$ cat src/rtl/quotient_table_pkg.sv
// quotient_table_pkg: shared geometry helpers and init-FSM state encodings
//   calc_lanes       - narrow entries per wide row
//   calc_waddr_width - wide row address width
package quotient_table_pkg;
    localparam logic [0:0] CLEAR = 1'b0;
    localparam logic [0:0] IDLE  = 1'b1;

    function automatic int calc_lanes(input int wbits, input int rbits);
        return 1 << (wbits - rbits);
    endfunction

    function automatic int calc_waddr_width(input int raw, input int wbits, input int rbits);
        return raw - (wbits - rbits);
    endfunction
endpackage

$ cat src/rtl/quotient_table_mp_if.sv
// quotient_table_mp_if: write/read/control bundle of the quotient table
//   master drives clear_req, wen, waddr, wmask, wdata, ren, raddr
//   slave drives init_done, wready, rdata, rvalid
import quotient_table_pkg::*;

interface quotient_table_mp_if #(
    parameter int RDATA_WIDTH_BITS = 3,
    parameter int RADDR_WIDTH      = 4,
    parameter int WDATA_WIDTH_BITS = 6,
    parameter int NUM_RPORTS       = 2
) ();
    localparam int RW    = 1 << RDATA_WIDTH_BITS;
    localparam int WW    = 1 << WDATA_WIDTH_BITS;
    localparam int LANES = calc_lanes(WDATA_WIDTH_BITS, RDATA_WIDTH_BITS);
    localparam int WAW   = calc_waddr_width(RADDR_WIDTH, WDATA_WIDTH_BITS, RDATA_WIDTH_BITS);

    logic                          clear_req;
    logic                          init_done;
    logic                          wen;
    logic                          wready;
    logic [WAW-1:0]                waddr;
    logic [LANES-1:0]              wmask;
    logic [WW-1:0]                 wdata;
    logic [NUM_RPORTS-1:0]         ren;
    logic [NUM_RPORTS*RADDR_WIDTH-1:0] raddr;
    logic [NUM_RPORTS*RW-1:0]      rdata;
    logic [NUM_RPORTS-1:0]         rvalid;

    modport master (
        output clear_req, wen, waddr, wmask, wdata, ren, raddr,
        input  init_done, wready, rdata, rvalid
    );

    modport slave (
        input  clear_req, wen, waddr, wmask, wdata, ren, raddr,
        output init_done, wready, rdata, rvalid
    );
endinterface

$ cat src/rtl/quotient_table_mp_rport.sv
// quotient_table_rport: one narrow read port over the flattened table
//   clock, reset_n - clock and async active-low reset
//   init_done_i    - table usable; gates rdata_o and rvalid_o
//   ren_i, raddr_i - read enable and narrow entry address
//   mem_i          - flattened table contents
//   rdata_o, rvalid_o - read data and valid
module quotient_table_rport #(
    parameter int RW           = 8,
    parameter int RADDR_WIDTH  = 4,
    parameter int READ_LATENCY = 1
) (
    input  logic                             clock,
    input  logic                             reset_n,
    input  logic                             init_done_i,
    input  logic                             ren_i,
    input  logic [RADDR_WIDTH-1:0]           raddr_i,
    input  logic [(1<<RADDR_WIDTH)*RW-1:0]   mem_i,
    output logic [RW-1:0]                    rdata_o,
    output logic                             rvalid_o
);
    logic [RW-1:0] data;

    assign data = mem_i[raddr_i*RW +: RW];

    if (READ_LATENCY == 0) begin : g_comb
        assign rdata_o  = init_done_i ? data : '0;
        assign rvalid_o = ren_i & init_done_i;
    end else begin : g_reg
        logic [RW-1:0] rdata_q, rdata_d;
        logic          rvalid_q, rvalid_d;

        assign rdata_d  = ren_i ? data : rdata_q;
        assign rvalid_d = ren_i & init_done_i;

        always_ff @(posedge clock or negedge reset_n) begin
            if (!reset_n) begin
                rdata_q  <= '0;
                rvalid_q <= 1'b0;
            end else begin
                rdata_q  <= rdata_d;
                rvalid_q <= rvalid_d;
            end
        end

        // a clear entered after a read must hide the held word and its valid
        assign rdata_o  = init_done_i ? rdata_q : '0;
        assign rvalid_o = rvalid_q & init_done_i;
    end
endmodule

$ cat src/rtl/quotient_table_mp.sv
// quotient_table_mp: wide-write / multi-narrow-read quotient table with self-clearing init
//   clock, reset_n - clock and async active-low reset
//   bus            - slave side of quotient_table_mp_if (write, read ports, clear control)
module quotient_table_mp
    import quotient_table_pkg::*;
#(
    parameter int RDATA_WIDTH_BITS = 3,
    parameter int RADDR_WIDTH      = 4,
    parameter int WDATA_WIDTH_BITS = 6,
    parameter int NUM_RPORTS       = 2,
    parameter int READ_LATENCY     = 1
) (
    input  logic               clock,
    input  logic               reset_n,
    quotient_table_mp_if.slave bus
);
    localparam int RW    = 1 << RDATA_WIDTH_BITS;
    localparam int WW    = 1 << WDATA_WIDTH_BITS;
    localparam int LANES = calc_lanes(WDATA_WIDTH_BITS, RDATA_WIDTH_BITS);
    localparam int WAW   = calc_waddr_width(RADDR_WIDTH, WDATA_WIDTH_BITS, RDATA_WIDTH_BITS);
    localparam int DEPTH = 1 << RADDR_WIDTH;

    logic [0:0]              state_q, state_d;
    logic [WAW-1:0]          cnt_q, cnt_d;
    logic [RW-1:0]           mem_q [DEPTH];
    logic [DEPTH*RW-1:0]     mem_flat;
    logic                    clearing;
    logic                    init_done;
    logic [WAW-1:0]          row;
    logic [WW-1:0]           wd;
    logic [LANES-1:0]        wm;
    logic [NUM_RPORTS*RW-1:0] rdata_w;
    logic [NUM_RPORTS-1:0]   rvalid_w;

    assign clearing  = state_q == CLEAR;
    assign init_done = state_q == IDLE;

    // clear and user writes share one row port: clearing owns it with a full zero mask
    always_comb begin
        state_d = bus.clear_req ? CLEAR : (clearing && &cnt_q) ? IDLE : state_q;
        cnt_d   = (bus.clear_req || !clearing) ? '0 : cnt_q + 1'b1;
        row     = clearing ? cnt_q : bus.waddr;
        wd      = clearing ? '0 : bus.wdata;
        wm      = clearing ? '1 : (bus.wen ? bus.wmask : '0);
    end

    always_ff @(posedge clock or negedge reset_n) begin
        if (!reset_n) begin
            state_q <= CLEAR;
            cnt_q   <= '0;
        end else begin
            state_q <= state_d;
            cnt_q   <= cnt_d;
        end
    end

    always_ff @(posedge clock) begin
        for (int i = 0; i < LANES; i++)
            if (wm[i]) mem_q[RADDR_WIDTH'(row * LANES + i)] <= wd[i*RW +: RW];
    end

    always_comb begin
        for (int e = 0; e < DEPTH; e++) mem_flat[e*RW +: RW] = mem_q[e];
    end

    for (genvar p = 0; p < NUM_RPORTS; p++) begin : g_rport
        quotient_table_rport #(
            .RW          (RW),
            .RADDR_WIDTH (RADDR_WIDTH),
            .READ_LATENCY(READ_LATENCY)
        ) u_rport (
            .clock      (clock),
            .reset_n    (reset_n),
            .init_done_i(init_done),
            .ren_i      (bus.ren[p]),
            .raddr_i    (bus.raddr[p*RADDR_WIDTH +: RADDR_WIDTH]),
            .mem_i      (mem_flat),
            .rdata_o    (rdata_w[p*RW +: RW]),
            .rvalid_o   (rvalid_w[p])
        );
    end

    assign bus.init_done = init_done;
    assign bus.wready    = init_done;
    assign bus.rdata     = rdata_w;
    assign bus.rvalid    = rvalid_w;
endmodule

$ cat src/flat_wrapper.sv
// flat-port wrapper written by rule: the top's interface ports become plain ports
module quotient_table_mp_flat import quotient_table_pkg::*;
#(
    parameter int RDATA_WIDTH_BITS = 3,
    parameter int RADDR_WIDTH      = 4,
    parameter int WDATA_WIDTH_BITS = 6,
    parameter int NUM_RPORTS       = 2,
    parameter int READ_LATENCY     = 1
)
  (clock, reset_n, bus_clear_req, bus_wen, bus_waddr, bus_wmask, bus_wdata, bus_ren, bus_raddr, bus_init_done, bus_wready, bus_rdata, bus_rvalid);
  quotient_table_mp_if #(.RDATA_WIDTH_BITS(RDATA_WIDTH_BITS), .RADDR_WIDTH(RADDR_WIDTH), .WDATA_WIDTH_BITS(WDATA_WIDTH_BITS), .NUM_RPORTS(NUM_RPORTS)) bus_i ();
  input  logic clock;
  input  logic reset_n;
  input wire logic [$bits(bus_i.clear_req)-1:0] bus_clear_req;
  input wire logic [$bits(bus_i.wen)-1:0] bus_wen;
  input wire logic [$bits(bus_i.waddr)-1:0] bus_waddr;
  input wire logic [$bits(bus_i.wmask)-1:0] bus_wmask;
  input wire logic [$bits(bus_i.wdata)-1:0] bus_wdata;
  input wire logic [$bits(bus_i.ren)-1:0] bus_ren;
  input wire logic [$bits(bus_i.raddr)-1:0] bus_raddr;
  output wire logic [$bits(bus_i.init_done)-1:0] bus_init_done;
  output wire logic [$bits(bus_i.wready)-1:0] bus_wready;
  output wire logic [$bits(bus_i.rdata)-1:0] bus_rdata;
  output wire logic [$bits(bus_i.rvalid)-1:0] bus_rvalid;
  assign bus_i.clear_req = bus_clear_req;
  assign bus_i.wen = bus_wen;
  assign bus_i.waddr = bus_waddr;
  assign bus_i.wmask = bus_wmask;
  assign bus_i.wdata = bus_wdata;
  assign bus_i.ren = bus_ren;
  assign bus_i.raddr = bus_raddr;
  assign bus_init_done = bus_i.init_done;
  assign bus_wready = bus_i.wready;
  assign bus_rdata = bus_i.rdata;
  assign bus_rvalid = bus_i.rvalid;
  quotient_table_mp #(.RDATA_WIDTH_BITS(RDATA_WIDTH_BITS), .RADDR_WIDTH(RADDR_WIDTH), .WDATA_WIDTH_BITS(WDATA_WIDTH_BITS), .NUM_RPORTS(NUM_RPORTS), .READ_LATENCY(READ_LATENCY)) u_core (.clock(clock), .reset_n(reset_n), .bus(bus_i));
endmodule
$ cat config.mk
export PLATFORM = sky130hd
export DESIGN_NAME = quotient_table_mp_flat
export DESIGN_NICKNAME = d
export VERILOG_FILES = /design/src/rtl/quotient_table_pkg.sv /design/src/rtl/quotient_table_mp_if.sv /design/src/rtl/quotient_table_mp_rport.sv /design/src/rtl/quotient_table_mp.sv /design/src/flat_wrapper.sv
export SDC_FILE = /design/constraint.sdc
export NUM_CORES = 1
export LEC_CHECK = 0
export ABC_CLOCK_PERIOD_IN_PS = 2430
export CORE_ASPECT_RATIO = 1.2
export CORE_MARGIN = 2
export CORE_UTILIZATION = 40
export DETAILED_ROUTE_END_ITERATION = 10
export DONT_BUFFER_PORTS = 1
export PLACE_DENSITY = 0.65
export SYNTH_ARGS = -nofsm -noshare
export SYNTH_HDL_FRONTEND = slang
export SYNTH_SLANG_ARGS = --single-unit
$ cat constraint.sdc
create_clock -name clock -period 2.43 [get_ports clock]
set_input_delay 0.3645 -clock clock [delete_from_list [all_inputs] [get_ports clock]]
set_output_delay 0.3645 -clock clock [all_outputs]
set_load 0.005 [all_outputs]
==> results.py <==
metrics = {
    "grt": {
        "grt_util_all_layers_pct": 18.7,
        "grt_max_degree": 98,
        "overflow": 0,
        "grt_antenna_before_repair": 1,
        "met3_usage_pct": 5.13,
        "grt_pass1_wl_mm": 26.5,
        "met2_usage_pct": 30.3,
        "gr-usage-met1_pct": 24.1,
        "grt.busiest_layer": "met2",
        "grt_pass1_vias": 4307,
    },
    "power_and_ir_drop": {
        "leakage_nw": 2.92,
        "power_per_cell_area_nw_per_um2": 844,
        "power_w": 0.00679,
        "ir_drop_mv": 0.487,
    },
    "clocking": {
        "cts_tree": "done",
        "postCtsSetupBuffers": 0,
        "h-tree-depth": 4,
        "root_buffer": "clkbuf_16",
        "insertion_delay_ns": 0.42,
        "ctsLongestPathBuffers": 2,
        "numCtsBuffers": 17,
        "cts.reportedPaths.clkPinSlew_ns": 0.06,
        "clock-sinks": 148,
        "ctsResizeCount": 0,
    },
    "drt": {
        "wirelength_mm": 17.7,
        "drt_iter0_drc": 386,
        "avgRoutedWirePerCell_um": 26.7,
        "viasPerCell": 5.96,
        "firstDrtPassIters": 5,
        "num_vias": 3957,
        "drcViolationCount": 0,
        "ant_nets": 0,
    },
    "worst_hold_path": {
        "worstHoldStart": "bus_clear_req",
        "min_path_type": "in2reg",
        "min_to": "u_core.bus.init_done",
        "hold-path-cell-count": 1,
    },
    "worst_setup_path": {
        "endpoint_kind": "register",
        "worst_ep_required_time_ns": 2.47,
        "start_kind": "register",
        "worst-setup-path-type": "reg2reg",
        "rr_startpoint": "u_core.bus.init_done",
        "crit_arrival_ns": 2.14,
        "cp_max_fo": 97,
        "regToRegSetupSlack_ns": 0.33,
        "r2r_cells": 3,
        "reg2reg_to": "u_core.mem_q[8][1]",
    },
    "die": {
        "die_area_sq_um": 19600,
        "coreArea_sq_um": 18100,
        "start_util_pct": 40.8,
        "rows": 54,
        "die_y_um": 153,
        "io_pins": 107,
        "die_x_um": 128,
    },
    "placement": {
        "routabilityCongestion": 0.818,
        "hpwl_mm": 12.9,
        "io_buffer_count": 0,
    },
    "yosys": {
        "synthCells": 436,
        "ys_seq_area_share_pct": 58.9,
        "synth_cell_types": 21,
        "synth_nets": 523,
        "yosys.area_share.simple_pct": 9.43,
        "muxShareOfSynthArea_pct": 23.6,
        "synth_xor_area_share_pct": 0,
        "syn_area_per_cell_sq_um": 16.9,
        "synth_seq_cells": 148,
        "ys_warn_count": 0,
        "syn_area_sq_um": 7380,
        "synth_compound_area_share_pct": 4.07,
        "synth_top_family_by_area": "multiplexers",
        "synth_fa_ha_area_share_pct": 0,
    },
    "status": {
        "status": "finished clean",
    },
    "run": {
        "cap_viol_max_count": 0,
    },
    "sta": {
        "tns_ns": 0,
        "clock_skew_ns": 0.00789,
        "fin_crit_sh_pct": 86.4,
        "rsz0062_at_grt": "no",
        "max-slew-margin-rel_pct": 35.2,
        "fmax_mhz": 476,
        "report.final.hold_viol_count": 0,
        "period_minus_slack_ns": 2.10,
        "report.final.slew_viol_count": 0,
        "worst_pin_slew_ns": 0.968,
        "setup_viol": 0,
    },
    "final_layout": {
        "drive_above_1_share_pct": 17.8,
        "regArea_sq_um": 4350,
        "syn_to_final_growth_pct": 8.98,
        "multiInputGateArea_sq_um": 2740,
        "final_nets": 513,
        "nFillCells": 1541,
    },
}
-- sequential cells by signal (all words and copies together), names as in the netlist --
| signal | flops |
|---|---|
| u_core.g_rport.u_rport.g_reg.rdata_q | 16 |
| u_core.mem_q | 128 |
| u_core.cnt_q | 1 |
| u_core.g_rport.u_rport.g_reg.rvalid_q | 2 |
| u_core.bus.init_done | 1 |
-- critical path, stage by stage, from the launching register on --
cell and delay, ns:
dfrtp_2 0.39, buf_12 0.28, mux2i_1 0.31, nor2_1 0.74
-- layout make-up --
| class | instances | area share [%] |
|---|---|---|
| Sequential cell | 148 | 54.0 |
| Clock inverter | 15 | 1.82 |
| Clock buffer | 17 | 5.29 |
| Antenna cell | 1 | 0.0311 |
| Multi-Input combinational cell | 247 | 34.0 |
| Timing Repair Buffer | 12 | 1.31 |
| Tap cell | 224 | 3.48 |
-- what timing repair did --
action / 4_1_cts / 5_1_grt
hold endpoints to repair: 20 / 0
hold buffers: 1 / 0
endpoints found under the setup margin: 0 / 0
-- power breakdown --
group | total [W] | internal (W) | switching, W
Clock | 0.00253 | 0.00144 | 0.00110
Sequential | 0.00336 | 0.00319 | 0.000177
Combinational | 0.000893 | 0.000443 | 0.000450
-- worst max path at each step --
stage | from | to | depth (start not counted)
2_1_floorplan | u_core.bus.init_done | u_core.mem_q[0][0] | 2
6_report | u_core.bus.init_done | u_core.mem_q[8][1] | 3
3_5_place_dp | u_core.bus.init_done | u_core.mem_q[8][2] | 3
4_1_cts | u_core.bus.init_done | u_core.mem_q[8][1] | 3
3_3_place_gp | u_core.bus.init_done | u_core.mem_q[8][1] | 3
5_1_grt | u_core.bus.init_done | u_core.mem_q[8][1] | 3
-- cells in the mapped netlist --
cell | instances | area (sq um)
edfxtp_1 | 128 | 3840
and2_1 | 86 | 538
nor2_1 | 34 | 128
mux4_1 | 32 | 841
mux4_2 | 32 | 721
dfrtp_1 | 20 | 500
mux2i_1 | 17 | 170
a221oi_1 | 16 | 140
o22ai_1 | 16 | 100
clkbuf_1 | 14 | 52.6
buf_6 | 10 | 113
a21boi_0 | 8 | 60.1
buf_1 | 6 | 22.5
buf_2 | 4 | 20.0
buf_4 | 3 | 22.5
buf_12 | 2 | 40.0
clkbuf_8 | 2 | 27.5
nand2b_1 | 2 | 12.5
or2_2 | 2 | 12.5
mux2_1 | 1 | 11.3
nor3_1 | 1 | 5.00
-- logic make-up (layout without fill, tap and decap cells) --
logic type / after synthesis / in the layout
other: 0 / 1
buffers and inverters: 41 / 44
AOI/OAI and AO/OA: 40 / 40
DFF: 148 / 148
and+or+nand+nor: 125 / 125
muxes: 82 / 82
-- cell usage in the layout (no fill, tap or decap) --
cell | netlist | layout
edfxtp_1 | 128 | 128
and2_1 | 86 | 86
nor2_1 | 34 | 34
mux4_2 | 32 | 32
mux4_1 | 32 | 32
dfrtp_1 | 20 | 19
mux2i_1 | 17 | 17
clkbuf_16 | 0 | 17
o22ai_1 | 16 | 16
a221oi_1 | 16 | 16
buf_4 | 3 | 10
a21boi_0 | 8 | 8
inv_6 | 0 | 5
clkinvlp_4 | 0 | 3
nand2b_1 | 2 | 2
or2_2 | 2 | 2
clkinv_2 | 0 | 2
inv_8 | 0 | 2
clkinv_4 | 0 | 2
diode_2 | 0 | 1
mux2_1 | 1 | 1
nor3_1 | 1 | 1
bufinv_16 | 0 | 1
dlygate4sd3_1 | 0 | 1
buf_12 | 2 | 1
dfrtp_2 | 0 | 1
-- layer usage --
layer,vias up,wire (um)
li1,1734,-
met1,2021,7170
met2,186,8750
met3,16,1460
met4,0,332
met5,-,0
-- per-stage QoR --
step	hold WS [ns]	util [%]	cells	instance area [sq um]	setup WS, ns
2_1_floorplan	0.0689	-	436	7380	0.768
3_3_place_gp	0.0700	41.2	630	7460	0.387
3_5_place_dp	0.0700	41.2	630	7460	0.292
4_1_cts	0.000632	44.4	663	8040	0.273
5_1_grt	0.00340	44.4	664	8040	0.150
6_report	0.0132	44.4	664	8040	0.330
No activity file was read; power rests on OpenSTA's default activity.
